[config.mk]
export PLATFORM = sky130hd
export DESIGN_NAME = text_console
export DESIGN_NICKNAME = d
export VERILOG_FILES = /design/src/rtl/console_pkg.sv /design/src/rtl/text_console.sv
export SDC_FILE = /design/constraint.sdc
export NUM_CORES = 1
export LEC_CHECK = 0
export BUFFER_PORTS_ARGS = -buffer_cell sky130_fd_sc_hd__buf_4
export CORE_MARGIN = 3
export CORE_UTILIZATION = 53
export CTS_BUF_LIST = sky130_fd_sc_hd__clkbuf_8
export CTS_CLUSTER_DIAMETER = 60
export CTS_CLUSTER_SIZE = 28
export DETAILED_ROUTE_END_ITERATION = 8
export GPL_TIMING_DRIVEN = 0
export PLACE_DENSITY = 0.77
export SLEW_MARGIN = 20
export SYNTH_ARGS = -nofsm -noshare
export SYNTH_HDL_FRONTEND = slang
export SYNTH_SLANG_ARGS = --single-unit
export TNS_END_PERCENT = 5
[constraint.sdc]
create_clock -name clk_25mhz -period 3.7 [get_ports clk_25mhz]
set_clock_uncertainty 0.2 [all_clocks]
set_input_delay 0.74 -clock clk_25mhz [delete_from_list [all_inputs] [get_ports clk_25mhz]]
set_output_delay 0.74 -clock clk_25mhz [all_outputs]
set_load 0.02 [all_outputs]
[src/rtl/console_pkg.sv]
// Shared constants, state encoding and address helper for the text console.
// Geometry matches the 80x60 text-mode video block.
package console_pkg;

    localparam int COLS   = 80;
    localparam int ROWS   = 60;
    localparam int ADDR_W = 13;
    localparam int CELLS  = COLS * ROWS;

    localparam logic [7:0] BLANK = 8'h20;
    localparam logic [7:0] CH_CR = 8'h0D;
    localparam logic [7:0] CH_LF = 8'h0A;
    localparam logic [7:0] CH_BS = 8'h08;
    localparam logic [7:0] CH_FF = 8'h0C;

    localparam logic [6:0] LAST_COL = 7'(COLS - 1);
    localparam logic [5:0] LAST_ROW = 6'(ROWS - 1);

    localparam logic [ADDR_W-1:0] ROW_STEP  = ADDR_W'(COLS);
    localparam logic [ADDR_W-1:0] LAST_CELL = ADDR_W'(CELLS - 1);
    localparam logic [ADDR_W-1:0] LAST_SRC  = ADDR_W'(CELLS - COLS - 1);
    localparam logic [ADDR_W-1:0] FILL_BASE = ADDR_W'(CELLS - COLS);

    typedef enum logic [2:0] {
        INIT_CLR,
        IDLE,
        WRITE,
        S_RD,
        S_CAP,
        S_WR,
        S_FILL,
        CLEAR
    } state_t;

    // row*80 as two shifts keeps this a pair of adders
    function automatic logic [ADDR_W-1:0] cell_addr(
        input logic [5:0] row,
        input logic [6:0] col
    );
        logic [ADDR_W-1:0] r;
        r = ADDR_W'(row);
        return (r << 6) + (r << 4) + ADDR_W'(col);
    endfunction

endpackage

[src/rtl/text_console.sv]
// Character-stream terminal engine feeding the text-mode video RAM.
// One FSM owns the bus: cell writes, scroll copy/fill and full clears.
module text_console
    import console_pkg::*;
(
    input  logic              clk_25mhz,
    input  logic              rst_i,
    input  logic [7:0]        char_i,
    input  logic              char_valid_i,
    output logic              char_ready_o,
    output logic [ADDR_W-1:0] adr_o,
    output logic [31:0]       dat_o,
    output logic [3:0]        sel_o,
    output logic              we_o,
    output logic              stb_o,
    input  logic              ack_i,
    input  logic [31:0]       dat_i,
    output logic [6:0]        cursor_col_o,
    output logic [5:0]        cursor_row_o,
    output logic              busy_o
);

    state_t            state;
    logic [ADDR_W-1:0] cnt;
    logic [ADDR_W-1:0] adr;
    logic [7:0]        dat;
    logic [6:0]        col;
    logic [5:0]        row;
    logic              stb;
    logic              we;
    logic              unused_dat;

    assign unused_dat   = ^dat_i[31:8];
    assign adr_o        = adr;
    assign dat_o        = {24'h0, dat};
    assign sel_o        = stb ? 4'b0001 : 4'b0000;
    assign we_o         = we;
    assign stb_o        = stb;
    assign cursor_col_o = col;
    assign cursor_row_o = row;
    assign busy_o       = (state != IDLE);
    assign char_ready_o = (state == IDLE);

    always_ff @(posedge clk_25mhz or negedge rst_i) begin
        if (!rst_i) begin
            state <= INIT_CLR;
            cnt   <= '0;
            adr   <= '0;
            dat   <= '0;
            col   <= '0;
            row   <= '0;
            stb   <= 1'b0;
            we    <= 1'b0;
        end else begin
            unique case (state)
                INIT_CLR, CLEAR: begin
                    if (!stb) begin
                        stb <= 1'b1;
                        we  <= 1'b1;
                        adr <= cnt;
                        dat <= BLANK;
                    end else if (ack_i) begin
                        if (cnt == LAST_CELL) begin
                            stb   <= 1'b0;
                            we    <= 1'b0;
                            cnt   <= '0;
                            col   <= '0;
                            row   <= '0;
                            state <= IDLE;
                        end else begin
                            cnt <= cnt + 1'b1;
                            adr <= cnt + 1'b1;
                        end
                    end
                end
                IDLE: begin
                    if (char_valid_i) begin
                        case (char_i)
                            CH_CR: col <= '0;
                            CH_LF: begin
                                col <= '0;
                                if (row != LAST_ROW) begin
                                    row <= row + 1'b1;
                                end else begin
                                    state <= S_RD;
                                    cnt   <= '0;
                                    stb   <= 1'b1;
                                    we    <= 1'b0;
                                    adr   <= ROW_STEP;
                                end
                            end
                            CH_BS: if (col != '0) col <= col - 1'b1;
                            CH_FF: begin
                                state <= CLEAR;
                                cnt   <= '0;
                                stb   <= 1'b1;
                                we    <= 1'b1;
                                adr   <= '0;
                                dat   <= BLANK;
                            end
                            default: begin
                                state <= WRITE;
                                stb   <= 1'b1;
                                we    <= 1'b1;
                                adr   <= cell_addr(row, col);
                                dat   <= char_i;
                            end
                        endcase
                    end
                end
                WRITE: begin
                    if (ack_i) begin
                        stb <= 1'b0;
                        we  <= 1'b0;
                        if (col != LAST_COL) begin
                            col   <= col + 1'b1;
                            state <= IDLE;
                        end else if (row != LAST_ROW) begin
                            col   <= '0;
                            row   <= row + 1'b1;
                            state <= IDLE;
                        end else begin
                            col   <= '0;
                            state <= S_RD;
                            cnt   <= '0;
                            stb   <= 1'b1;
                            adr   <= ROW_STEP;
                        end
                    end
                end
                S_RD: begin
                    if (ack_i) begin
                        stb   <= 1'b0;
                        state <= S_CAP;
                    end
                end
                // read data lands one cycle after the acked read
                S_CAP: begin
                    stb   <= 1'b1;
                    we    <= 1'b1;
                    adr   <= cnt;
                    dat   <= dat_i[7:0];
                    state <= S_WR;
                end
                S_WR: begin
                    if (ack_i) begin
                        if (cnt == LAST_SRC) begin
                            cnt   <= FILL_BASE;
                            adr   <= FILL_BASE;
                            dat   <= BLANK;
                            state <= S_FILL;
                        end else begin
                            cnt   <= cnt + 1'b1;
                            adr   <= cnt + 1'b1 + ROW_STEP;
                            we    <= 1'b0;
                            state <= S_RD;
                        end
                    end
                end
                S_FILL: begin
                    if (ack_i) begin
                        if (cnt == LAST_CELL) begin
                            stb   <= 1'b0;
                            we    <= 1'b0;
                            cnt   <= '0;
                            state <= IDLE;
                        end else begin
                            cnt <= cnt + 1'b1;
                            adr <= cnt + 1'b1;
                        end
                    end
                end
                default: state <= IDLE;
            endcase
        end
    end

endmodule

After elaboration in Yosys (flattened, before gate mapping)

Cells that the tools add are included.

$add $sub $neg: 7
Equality and inequality tests: 36
Muxes and demuxes: 82
Reductions and logical operators: 19

Operators by type and width:

| kind                    | count |
|---|---|
| $mux W13                | 18 |
| $pmux W13 S6            | 1 |
| $pmux W13 S5            | 1 |
| $mux W7                 | 7 |
| $mux W6                 | 8 |
| $pmux W13 S3            | 1 |
| $eq A8 B4 Y1 const B    | 4 |
| $mux W8                 | 4 |
| $pmux W8 S4             | 1 |
| $ne A2 B2 Y1 const B    | 15 |
| $mux W3                 | 9 |
| $eq A13 B13 Y1 const B  | 2 |
| $pmux W13 S2            | 1 |
| $reduce_and A8 Y1       | 3 |
| $pmux W3 S7             | 1 |
| $pmux W7 S3             | 1 |
| $reduce_and A7 Y1       | 3 |
| $mux W1                 | 19 |
| $pmux W6 S3             | 1 |
| $pmux W8 S2             | 1 |
| $pmux W7 S2             | 1 |
| $add A12 B10 Y13        | 1 |
| $add A13 B1 Y13 const B | 1 |
| $add A13 B7 Y13         | 1 |
| other kinds (26)        | 39 |

Register bits after elaboration: 52
Input bits: 44
Output and inout bits: 66
Logic and storage cells: 152

Depth between registers and ports, before layout

Gate-level depths: netlist (run 1).

Depth in word-level cells: 5
Mapped depth: 14
Depth with buffers taken out: 12

Worst setup path after synthesis (run 1)

Ideal clock, no wire load.

Kind: flip-flop to flip-flop
From: reg col[6], in the netlist cursor_col_o[6]
To: reg adr[11], in the netlist adr_o[11]
Setup time: 0.134 ns
Arrival: 2.636 ns
Required time: 3.366 ns
Setup slack: 0.730 ns
Cell stages (with the launch flop): 10
Path buffers: 0
Cells stage by stage: dfrtp_1 > fa_1 > fa_1 > a211oi_1 > nor2_1 > o21a_1 > nor2_1 > xnor2_1 > a2111oi_0 > a21oi_1

Word-level cells in the longest chain between the ends: 4
Elaborated cells on any way between the ends: 7
Classes of those cells: 1 x add/sub; 2 x eq/ne; 3 x mux; 1 x reduce/logical

RTL lines:

| item                   | RTL line            | text |
|---|---|---|
| start, declared        | text_console.sv:27  | `logic [6:0] col;` |
| start signal, assigned | text_console.sv:92  | `CH_BS: if (col != '0) col <= col - 1'b1;` |
| start signal, assigned | text_console.sv:116 | `col <= col + 1'b1;` |
| $add A13 B7 Y13        | console_pkg.sv:42   | `return (r << 6) + (r << 4) + ADDR_W'(col);` |
| $pmux W13 S3           | text_console.sv:78  | `case (char_i)` |
| $mux W13               | text_console.sv:77  | `if (char_valid_i) begin` |
| $pmux W13 S6           | text_console.sv:55  | `unique case (state)` |
| end signal, assigned   | text_console.sv:60  | `adr <= cnt;` |
| end signal, assigned   | text_console.sv:72  | `adr <= cnt + 1'b1;` |
| end signal, assigned   | text_console.sv:105 | `adr <= cell_addr(row, col);` |
| end, declared          | text_console.sv:25  | `logic [ADDR_W-1:0] adr;` |

Several ways; a longest one is shown, not always the timed one. The select of a mux whose other input is x is not followed.
A chain may end at the register's enable or synchronous reset.

Worst setup path in the final report (run 1)

From: reg state[1]
To: reg adr[0], in the netlist adr_o[0]

Word-level cells in the longest chain between the ends: 4
Elaborated cells on any way between the ends: 16
Classes of those cells: 11 x eq/ne; 1 x mux; 4 x reduce/logical

RTL lines:

| item                                                    | RTL line           | text |
|---|---|---|
| start, declared                                         | text_console.sv:23 | `state_t state;` |
| start signal, assigned                                  | text_console.sv:46 | `state <= INIT_CLR;` |
| start signal, assigned                                  | text_console.sv:69 | `state <= IDLE;` |
| start signal, assigned                                  | text_console.sv:85 | `state <= S_RD;` |
| $eq A3 B3 Y1 / $logic_not A3 Y1 (equally long branches) | text_console.sv:55 |  |
| $reduce_or A2 Y1                                        | text_console.sv:55 |  |
| $reduce_bool A6 Y1 (no source line)                     | n/a                |  |
| $reduce_and A6 Y1 (no source line)                      | n/a                |  |

Several ways; a longest one is shown, not always the timed one.

==> metrics.md, run 1 <==
| Metric | Value |
|---|---|
| Clock slew at reported path FFs | 110 ps |
| Vias per Instance | 6.54 |
| Hpwl dp | 13.4 mm |
| Io pins | 110 |
| WL met2 | 7.94 mm |
| Seq. cell area | 0.00130 sq mm |
| # rows | 35 |
| Crit. End Element | flop |
| Critical Path RT | 3720 ps |
| VDD IR max | 0.416 mV |
| Fillers | 859 |
| Post-CTS Hold Fix Bufs | 0 |
| Via count | 5713 |
| Uppermost layer routed | met4 |
| Leakage dissipation | 2.56 nW |
| Post-CTS Setup Bufs | 0 |
| Max Fclk | 294 MHz |
| WL per Instance | 20.5 microns |
| Synthesized area | 0.00525 sq mm |
| CP startpoint kind | flop |
| Status | finished clean |
| Slew of the pin with the lowest slew margin | 816 ps |
| CTS resizes | 0 |
| Port bufs | 56 |
| Area after DPL | 0.00592 sq mm |
| Largest net degree at the start of global routing | 53 |
| Total gr overflow | 0 |
| Fraction of layout cells with a size suffix above 1 | 20.4% |
| Slowest CP cell | nor3_1 |
| Fin area | 0.00602 sq mm |
| CORE AREA | 0.00942 sq mm |
| First drt pass iteration count | 8 |
| Final Slew Violations | 0 |
| Num CTS Buffers | 5 |
| Async SR Flop Fraction | 100% |
| Worst hold path type | primary input to async pin |
| Post-synth EDFFs | 0 |
| Maxcap violations | 0 |
| Slowest Stage Delay on Critical Path | 560 ps |
| Yosys synthesis warning count | 0 |
| Syn Area/Cell | 8.01 sq um |
| Mapped Cells | 655 |
| # DRC | 0 |
| Initial Util | 55.7% |
| Worst slew margin relative to its limit | 45.2% |
| Die Y | 105 microns |
| Root buffer cell | clkbuf_8 |
| Yosys top cell area share | 24.8% |
| Area grow syn2layout | 14.8% |
| Placed cells | 866 |
| Ranking of synthesized cells by area | dfrtp_1, o21ai_0, ha_1 |
| Final setup viols | 0 |
| First-pass GRT wire length | 29.0 mm |
| Post-Layout Cell Count | 874 |
| Post-Place Worst Slack | 282 ps |
| Clock Path Buffers | 2 |
| Antenna diodes | 0 |
| Ys flop type | dfrtp_1 |
| #FFs+latches synth | 52 |
| Distinct cell type count after synthesis | 88 |
| Worst Path Max Fanout | 10 |
| Critical path class | flop to flop |
| M1 WL | 7.50 mm |
| Vias in the first global route | 5375 |
| Sequential fraction of the synthesis area | 24.8% |
| Initial DRC Count | 616 |
| Final WL | 17.9 mm |
| Setup TNS | 0 ps |
| Min Tclk post-route | 3400 ps |
| Cell Chain, Critical Path | inv_1, ha_1, buf_2, nand2b_1, buf_6, inv_4, nor3_1, clkbuf_1, o21ai_0, a31o_2, a32o_1 |
| GR Util All Layers | 32.1% |
| DIE AREA | 0.0111 sq mm |
| RSZ-0062 raised after global routing | false |
| Multi-input gate area | 0.00348 sq mm |
| Worst skew pair latency | 330 ps |
| CP arrival | 3420 ps |
| Clk sink count | 52 |
| Post-route setup slack | 297 ps |
| Final hold slack | 257 ps |
| Wire length on met3 | 1.97 mm |
| Final hold vios | 0 |
| CTS tree | yes |
| Nets | 812 |
| Antenna-violating nets left | 0 |
| Antenna violations before repair | 0 |
| Post-synth top area cell | dfrtp_1 |
| Finished Core Util | 64.0% |
| Total power | 4.72 mW |
| H-tree depth | 2 |
| PwrDens | 783 mW/mm^2 |
| Die X | 105 microns |
| Gpl congestion | 1.01 |
| Final period utilization | 92.0% |
## area by class of cell
cell class,count,share of cell area [%]
plain buffers,73,8.43
clock buffers,6,1.37
clock inverters,2,0.166
inverters,16,1.04
multi-input cells,540,57.7
flip-flops and latches,52,21.6
well taps,129,2.68
repair buffers,56,6.98
## layer usage
layer | track usage, % | vias to the layer above
li1 | - | 2582
met1 | 46.0 | 2702
met2 | 49.1 | 381
met3 | 6.25 | 48
met4 | 9.28 | 0
met5 | 0 | -
## layout by cell type (no fill, tap or decap), types with 5 or more instances in the layout
cell type / n
nor4_1: 8
buf_4: 86
mux2i_1: 5
nor3_1: 14
buf_6: 5
nand3_1: 22
nand2b_1: 10
o21ai_0: 70
inv_1: 14
a221oi_1: 10
buf_2: 11
a22oi_1: 9
nor2b_1: 9
o211ai_1: 7
nor2_1: 52
o221ai_1: 6
ha_1: 22
dfrtp_1: 52
o22ai_1: 10
o31ai_1: 12
clkbuf_1: 19
nand4_1: 5
a211oi_1: 9
a31oi_1: 9
clkbuf_8: 13
xnor2_1: 13
a21oi_1: 51
conb_1: 27
nand2_1: 57
## power breakdown
group / internal, mW / switching (mW) / total (mW)
Sequential: 0.777 / 0.231 / 1.01
Combinational: 1.26 / 2.09 / 3.34
Clock: 0.150 / 0.218 / 0.368
## Yosys cell counts, types with 3 or more instances
cell type and n:
nor2b_1 9, buf_4 30, a31oi_1 9, a21o_1 3, o211ai_1 7, or2_2 3, nor4_1 8, o31a_1 3
dfrtp_1 52, o22ai_1 11, nor3_1 14, xor2_1 4, a311oi_1 4, o32ai_1 3, nand2b_1 10, o31ai_1 12
a211oi_1 9, a2111oi_0 3, and2_1 4, a22oi_1 9, xnor2_1 13, clkbuf_8 7, a21boi_0 3, nand2_1 57
o21a_1 3, clkbuf_1 19, buf_2 11, nand4_1 5, inv_1 14, a22o_1 4, nor2_1 52, o21ai_0 70
ha_1 22, buf_6 5, o221ai_1 6, a221oi_1 10, mux2i_1 5, a221o_1 3, o21ai_1 3, a21oi_1 51
and3_1 4, nand3_1 22
## final timing paths
kind	from	endpoint	slack, ps	depth (start not counted)
setup / recovery	state[1]	adr_o[0]	300	11
hold / removal	rst_i	adr_o[11]	260	1
setup reg to reg	state[1]	adr_o[0]	300	11
hold reg to reg	dat[6]	dat[6]	350	2
max in group asynchronous	rst_i	dat[3]	2550	1
min in group clk_25mhz	dat[6]	dat[6]	350	2
## worst max-delay path: cells and delay by family (launching register included)
family,cells,cell delay [ps]
DFF,1,440
adders and majority gates,1,190
and+or+nand+nor,2,670
buffers and inverters,5,1040
AOI/OAI and AO/OA,3,740
## state kept, by name, indices dropped and copies added (netlist names)
signal and flops:
adr_o 13, cnt 13, dat 8, cursor_col_o 7, cursor_row_o 6, state 3
stb_o 1, we_o 1
## kinds of logic (layout without fill, tap and decap cells)
group | after synthesis | in the layout | share of synthesized area [%]
compound gates | 247 | 247 | 30.8
buf+inv | 89 | 153 | 10.9
fa+ha+maj | 24 | 24 | 6.01
other cells | 1 | 27 | 0.0715
xor+xnor | 17 | 17 | 2.84
flops | 52 | 52 | 24.8
mux | 7 | 7 | 1.38
simple gates | 218 | 218 | 23.2
(Power assumes the default switching activity.)
==> run 2: changes to the inputs <==
--- a/config.mk
+++ b/config.mk
@@ -13,7 +13,7 @@
 export CTS_CLUSTER_SIZE = 28
 export DETAILED_ROUTE_END_ITERATION = 8
 export GPL_TIMING_DRIVEN = 0
-export PLACE_DENSITY = 0.77
+export PLACE_DENSITY = 0.87
 export SLEW_MARGIN = 20
 export SYNTH_ARGS = -nofsm -noshare
 export SYNTH_HDL_FRONTEND = slang
==> metrics.md, run 2 (same netlist as run 1, synthesis figures left out) <==
| Metric | Value |
|---|---|
| Status | finished clean (unchanged) |
| GRT met3 Usage | 6.74% (was 6.25%) |
| Critical path class | flop to flop (unchanged) |
| Slowest CP cell | nor3_2 (was nor3_1) |
| Clock Path Buffers | 2 (unchanged) |
| # DRC | 0 (unchanged) |
| Min Tclk post-route | 3550 ps (was 3400 ps) |
| Worst slew margin relative to its limit | 28.2% (was 45.2%) |
| Post-CTS Setup Bufs | 0 (unchanged) |
| Area grow syn2layout | 15.0% (was 14.8%) |
| Critical Path RT | 3740 ps (was 3720 ps) |
| Clock share of power | 8.4% (was 7.8%) |
| Vias per Instance | 6.60 (was 6.54) |
| Slew of the pin with the lowest slew margin | 1070 ps (was 816 ps) |
| Die Y | 105 microns (unchanged) |
| Clk sink count | 52 (unchanged) |
| Post-route setup slack | 149 ps (was 297 ps) |
| Worst hold path type | primary input to async pin (unchanged) |
| H-tree depth | 2 (unchanged) |
| Initial DRC Count | 715 (was 616) |
| Largest net degree at the start of global routing | 53 (unchanged) |
| Gpl congestion | 1.00 (was 1.01) |
| Slowest Stage Delay on Critical Path | 780 ps (was 560 ps) |
| Internal power | 2.24 mW (was 2.18 mW) |
| Final hold vios | 0 (unchanged) |
| RSZ-0062 raised after global routing | false (unchanged) |
| Vias in the first global route | 5353 (was 5375) |
| GR peak layer | met2 (unchanged) |
| CP startpoint kind | flop (unchanged) |
| Post-Layout Cell Count | 872 (was 874) |
| VDD IR max | 0.431 mV (was 0.416 mV) |
| Via count | 5751 (was 5713) |
| Antenna-violating nets left | 0 (unchanged) |
| Fillers | 845 (was 859) |
| Comb pwr share | 70.8% (about the same) |
| Met2 Track Usage GR | 50.9% (was 49.1%) |
| Placed cells | 866 (unchanged) |
| Post-Place Worst Slack | 218 ps (was 282 ps) |
| Final Slew Violations | 0 (unchanged) |
| PwrDens | 800 mW/mm^2 (was 783 mW/mm^2) |
| Io pins | 110 (unchanged) |
| Initial Util | 55.7% (unchanged) |
| Port bufs | 56 (unchanged) |
| Antenna violations before repair | 0 (unchanged) |
| NetSw | 2.59 mW (was 2.53 mW) |
| Final period utilization | 96.0% (was 92.0%) |
| Crit. End Element | flop (unchanged) |
| # rows | 35 (unchanged) |
| Maxcap violations | 0 (unchanged) |
| CP arrival | 3590 ps (was 3420 ps) |
| Cell Chain, Critical Path | inv_1, ha_1, clkbuf_8, nand2b_1, a31oi_1, nor3_2, clkbuf_1, o21ai_0, o211ai_1 (was inv_1, ha_1, buf_2, nand2b_1, buf_6, inv_4, nor3_1, clkbuf_1, o21ai_0, a31o_2, a32o_1) |
| Fraction of layout cells with a size suffix above 1 | 20.3% (was 20.4%) |
| Nets | 812 (unchanged) |
| Final WL | 18.6 mm (was 17.9 mm) |
| Leakage dissipation | 2.56 nW (about the same) |
| Sequential power share | 20.7% (was 21.4%) |
| Final setup viols | 0 (unchanged) |
| GR Util All Layers | 32.8% (was 32.1%) |
| Setup TNS | 0 ps (unchanged) |
| Total gr overflow | 0 (unchanged) |
| Num CTS Buffers | 5 (unchanged) |
| First drt pass iteration count | 6 (was 8) |
| First-pass GRT wire length | 29.3 mm (was 29.0 mm) |
| Crit path max-delay family | simple AND/OR/NAND/NOR gates (was buffers and inverters) |
| Finished Core Util | 64.1% (was 64.0%) |
| Worst skew pair latency | 330 ps (about the same) |
| Die X | 105 microns (unchanged) |
| CORE AREA | 0.00942 sq mm (unchanged) |
| WL per Instance | 21.3 microns (was 20.5 microns) |
| Clock slew at reported path FFs | 110 ps (about the same) |
| Sw Share | 53.7% (about the same) |
| Max Fclk | 282 MHz (was 294 MHz) |
| Hpwl dp | 13.7 mm (was 13.4 mm) |
| CTS tree | yes (unchanged) |
| Commonest non-fill, non-tap cell in the layout | buf_4 (unchanged) |
| Met1 Use GR | 45.7% (was 46.0%) |
| Number of buffers and inverters on the critical path | 3 (was 5) |
| Antenna diodes | 0 (unchanged) |
| DIE AREA | 0.0111 sq mm (unchanged) |
| Leading cell types in the layout, fill and taps excluded | buf_4, o21ai_0, nand2_1 (unchanged) |
| Root buffer cell | clkbuf_8 (unchanged) |
| Worst Path Max Fanout | 10 (unchanged) |
run 2: cell types whose count changed in the layout (fill, tap and decap cells not counted), sizes merged:
| cell | change |
|---|---|
| bufinv | +1 |
| clkinv | -2 |
| clkbuf | -1 |
run 2: layout make-up:
cell class	count	area (sq um)	share of cell area (%)
Buffer	73	508	8.42
Clock buffer	5	68.8	1.14
Clock inverter	1	30.0	0.498
Inverter	16	62.6	1.04
Multi-Input combinational cell	540	3480	57.7
Sequential cell	52	1300	21.6
Tap cell	129	161	2.68
Timing Repair Buffer	56	420	6.97
run 2: worst paths after layout:
path | startpoint | end | slack [ps] | depth (start not counted)
max reg2reg | state[0] | adr_o[3] | 150 | 9
min | rst_i | cnt[9] | 260 | 1
max in group asynchronous | rst_i | cnt[1] | 2520 | 1
min in group clk_25mhz | adr_o[8] | adr_o[8] | 330 | 1
min reg2reg | adr_o[8] | adr_o[8] | 330 | 1
max | state[0] | adr_o[3] | 150 | 9
run 2: per-stage QoR:
stage,hold slack (ps),instance area [sq um],total power [mW]
2_1_floorplan,244,5340,3.24
3_3_place_gp,305,5920,4.23
3_5_place_dp,308,5920,4.31
4_1_cts,295,6020,4.72
5_1_grt,308,6030,5.13
6_report,255,6030,4.83
run 2: power groups by stage:
stage	clock, mW	combinational [mW]	sequential [mW]
after floorplan	0	2.11	1.13
after global placement	0	3.24	0.992
after detailed placement	0	3.31	1.00
after CTS	0.406	3.32	0.992
after global routing	0.429	3.67	1.03
final	0.408	3.42	1.00
run 2: what timing repair did:
item,in CTS,in global routing
hold endpoints to repair,0,0
hold buffers,0,0
setup endpoints to repair,0,1
resized for setup,0,3
run 2: worst register-to-register path, cell delays in order (launching register included):
cell and delay [ps]:
dfrtp_1 450, inv_1 110, ha_1 230, clkbuf_8 170, nand2b_1 310, a31oi_1 260
nor3_2 790, clkbuf_1 550, o21ai_0 210, o211ai_1 210
run 2: routing by layer:
metal | wire length [microns] | share of wire [%] | vias to the layer above
met2 | 8300 | 45 | 416
met5 | 0 | 0 | -
li1 | - | - | 2580
met1 | 7620 | 41 | 2697
met4 | 546 | 2.9 | 0
met3 | 2100 | 11 | 58
==> run 3: changes to the inputs <==
--- a/config.mk
+++ b/config.mk
@@ -14,6 +14,7 @@
 export DETAILED_ROUTE_END_ITERATION = 8
 export GPL_TIMING_DRIVEN = 0
 export PLACE_DENSITY = 0.87
+export REMOVE_ABC_BUFFERS = 1
 export SLEW_MARGIN = 20
 export SYNTH_ARGS = -nofsm -noshare
 export SYNTH_HDL_FRONTEND = slang
==> metrics.md, run 3 (same netlist as run 1, synthesis figures left out) <==
| Metric | Value |
|---|---|
| Root buffer cell | clkbuf_8 (unchanged) |
| Crit. End Element | flop (unchanged) |
| Critical Path RT | 3720 ps (was 3740 ps) |
| H-tree depth | 2 (unchanged) |
| Antenna diodes | 0 (unchanged) |
| Io pins | 110 (unchanged) |
| Clock slew at reported path FFs | 110 ps (about the same) |
| Area grow syn2layout | 6.75% (was 15.0%) |
| Slowest CP cell | or3_1 (was nor3_2) |
| Max Fclk | 279 MHz (was 282 MHz) |
| Gpl congestion | 0.925 (was 1.00) |
| Final Slew Violations | 0 (unchanged) |
| Critical path class | flop to flop (unchanged) |
| CP arrival | 3600 ps (was 3590 ps) |
| Port bufs | 58 (was 56) |
| Leading cell types in the layout, fill and taps excluded | o21ai_0, buf_4, nand2_1 (was buf_4, o21ai_0, nand2_1) |
| Clock Path Buffers | 2 (unchanged) |
| Post-route setup slack | 122 ps (was 149 ps) |
| Initial DRC Count | 747 (was 715) |
| Nets | 743 (was 812) |
| Largest net degree at the start of global routing | 53 (unchanged) |
| Antenna violations before repair | 0 (unchanged) |
| Fraction of layout cells with a size suffix above 1 | 16.4% (was 20.3%) |
| Leakage dissipation | 2.26 nW (was 2.56 nW) |
| Commonest non-fill, non-tap cell in the layout | o21ai_0 (was buf_4) |
| Final period utilization | 96.7% (was 96.0%) |
| Initial Util | 55.7% (unchanged) |
| CORE AREA | 0.00942 sq mm (unchanged) |
| Status | finished clean (unchanged) |
| # rows | 35 (unchanged) |
| CTS tree | yes (unchanged) |
| Post-CTS Setup Bufs | 0 (unchanged) |
| RSZ-0062 raised after global routing | true (was false) |
| Die X | 105 microns (unchanged) |
| WL per Instance | 20.4 microns (was 21.3 microns) |
| Via count | 5404 (was 5751) |
| Post-Place Worst Slack | 17.5 ps (was 218 ps) |
| Fin area | 0.00560 sq mm (was 0.00603 sq mm) |
| PwrDens | 815 mW/mm^2 (was 800 mW/mm^2) |
| Final WL | 16.5 mm (was 18.6 mm) |
| Antenna-violating nets left | 0 (unchanged) |
| Slowest Stage Delay on Critical Path | 600 ps (was 780 ps) |
| Maxcap violations | 0 (unchanged) |
| Clk sink count | 52 (unchanged) |
| Worst Path Max Fanout | 19 (was 10) |
| Vias in the first global route | 5117 (was 5353) |
| Vias per Instance | 6.71 (was 6.60) |
| First-pass GRT wire length | 26.7 mm (was 29.3 mm) |
| VDD IR max | 0.468 mV (was 0.431 mV) |
| Worst slew margin relative to its limit | 41.4% (was 28.2%) |
| GR Util All Layers | 29.2% (was 32.8%) |
| Cell Chain, Critical Path | inv_1, ha_1, nand2b_1, inv_4, or3_1, nand2_1, a211oi_1, o221ai_1, a22o_1 (was inv_1, ha_1, clkbuf_8, nand2b_1, a31oi_1, nor3_2, clkbuf_1, o21ai_0, o211ai_1) |
| Final hold slack | 246 ps (was 255 ps) |
| Num CTS Buffers | 5 (unchanged) |
| Setup TNS | 0 ps (unchanged) |
| Hpwl dp | 11.6 mm (was 13.7 mm) |
| # DRC | 0 (unchanged) |
| First drt pass iteration count | 5 (was 6) |
| Die Y | 105 microns (unchanged) |
| Area after DPL | 0.00546 sq mm (was 0.00592 sq mm) |
| Final setup viols | 0 (unchanged) |
| Min Tclk post-route | 3580 ps (was 3550 ps) |
| Finished Core Util | 59.5% (was 64.1%) |
| Worst skew pair latency | 330 ps (about the same) |
| Slew of the pin with the lowest slew margin | 873 ps (was 1070 ps) |
| Total gr overflow | 0 (unchanged) |
| Final hold vios | 0 (unchanged) |
| Worst hold path type | primary input to async pin (unchanged) |
| DIE AREA | 0.0111 sq mm (unchanged) |
| CP startpoint kind | flop (unchanged) |
## run 3: area by class of cell
type	instances	area, sq um
Multi-Input combinational cell	540	3520
Tap cell	129	161
Fill cell	848	3820
Timing Repair Buffer	60	454
Clock buffer	5	68.8
Sequential cell	52	1300
Inverter	16	62.6
Clock inverter	3	27.5
## run 3: power by group
group | internal [mW] | switching, mW
Combinational | 1.13 | 1.98
Sequential | 0.777 | 0.299
Clock | 0.140 | 0.238
Total | 2.05 | 2.51
## run 3: metal layers
metal  GRT usage, %  part of all wire, %  routed length, microns  vias to the layer above
met5              0                    0                       0                        -
met4           9.18                  2.7                     450                        0
met3           6.86                   11                    1810                       48
met2           45.6                   46                    7510                      347
met1           39.9                   41                    6690                     2567
li1               -                    -                       -                     2442
## run 3: worst paths after layout
check	startpoint	to	slack [ps]	cells past startpoint
min	rst_i	cnt[7]	250	1
max reg2reg	state[1]	adr_o[9]	120	9
min in group clk_25mhz	dat[5]	dat[5]	340	2
max	state[1]	adr_o[9]	120	9
min reg2reg	dat[5]	dat[5]	340	2
max in group asynchronous	rst_i	stb_o	2550	1
## run 3: stage by stage
stage / instances / total power, mW
after floorplan: 608 / 3.03
after global placement: 795 / 3.95
after detailed placement: 797 / 4.06
after CTS: 805 / 4.45
after global routing: 805 / 4.88
final: 805 / 4.56
## run 3: what timing repair did
item | in CTS | in global routing
setup endpoints to repair | 0 | 13
endpoints found under the hold margin | 0 | 0
gates resized for setup | 0 | 8
hold buffers | 0 | 0
## run 3: critical path, delay by kind of cell (launching register included)
| kind | cells | cell delay (ps) |
|---|---|---|
| buf+inv | 2 | 470 |
| fa+ha+maj | 1 | 410 |
| compound gates | 3 | 690 |
| flops | 1 | 430 |
| simple gates | 3 | 1270 |
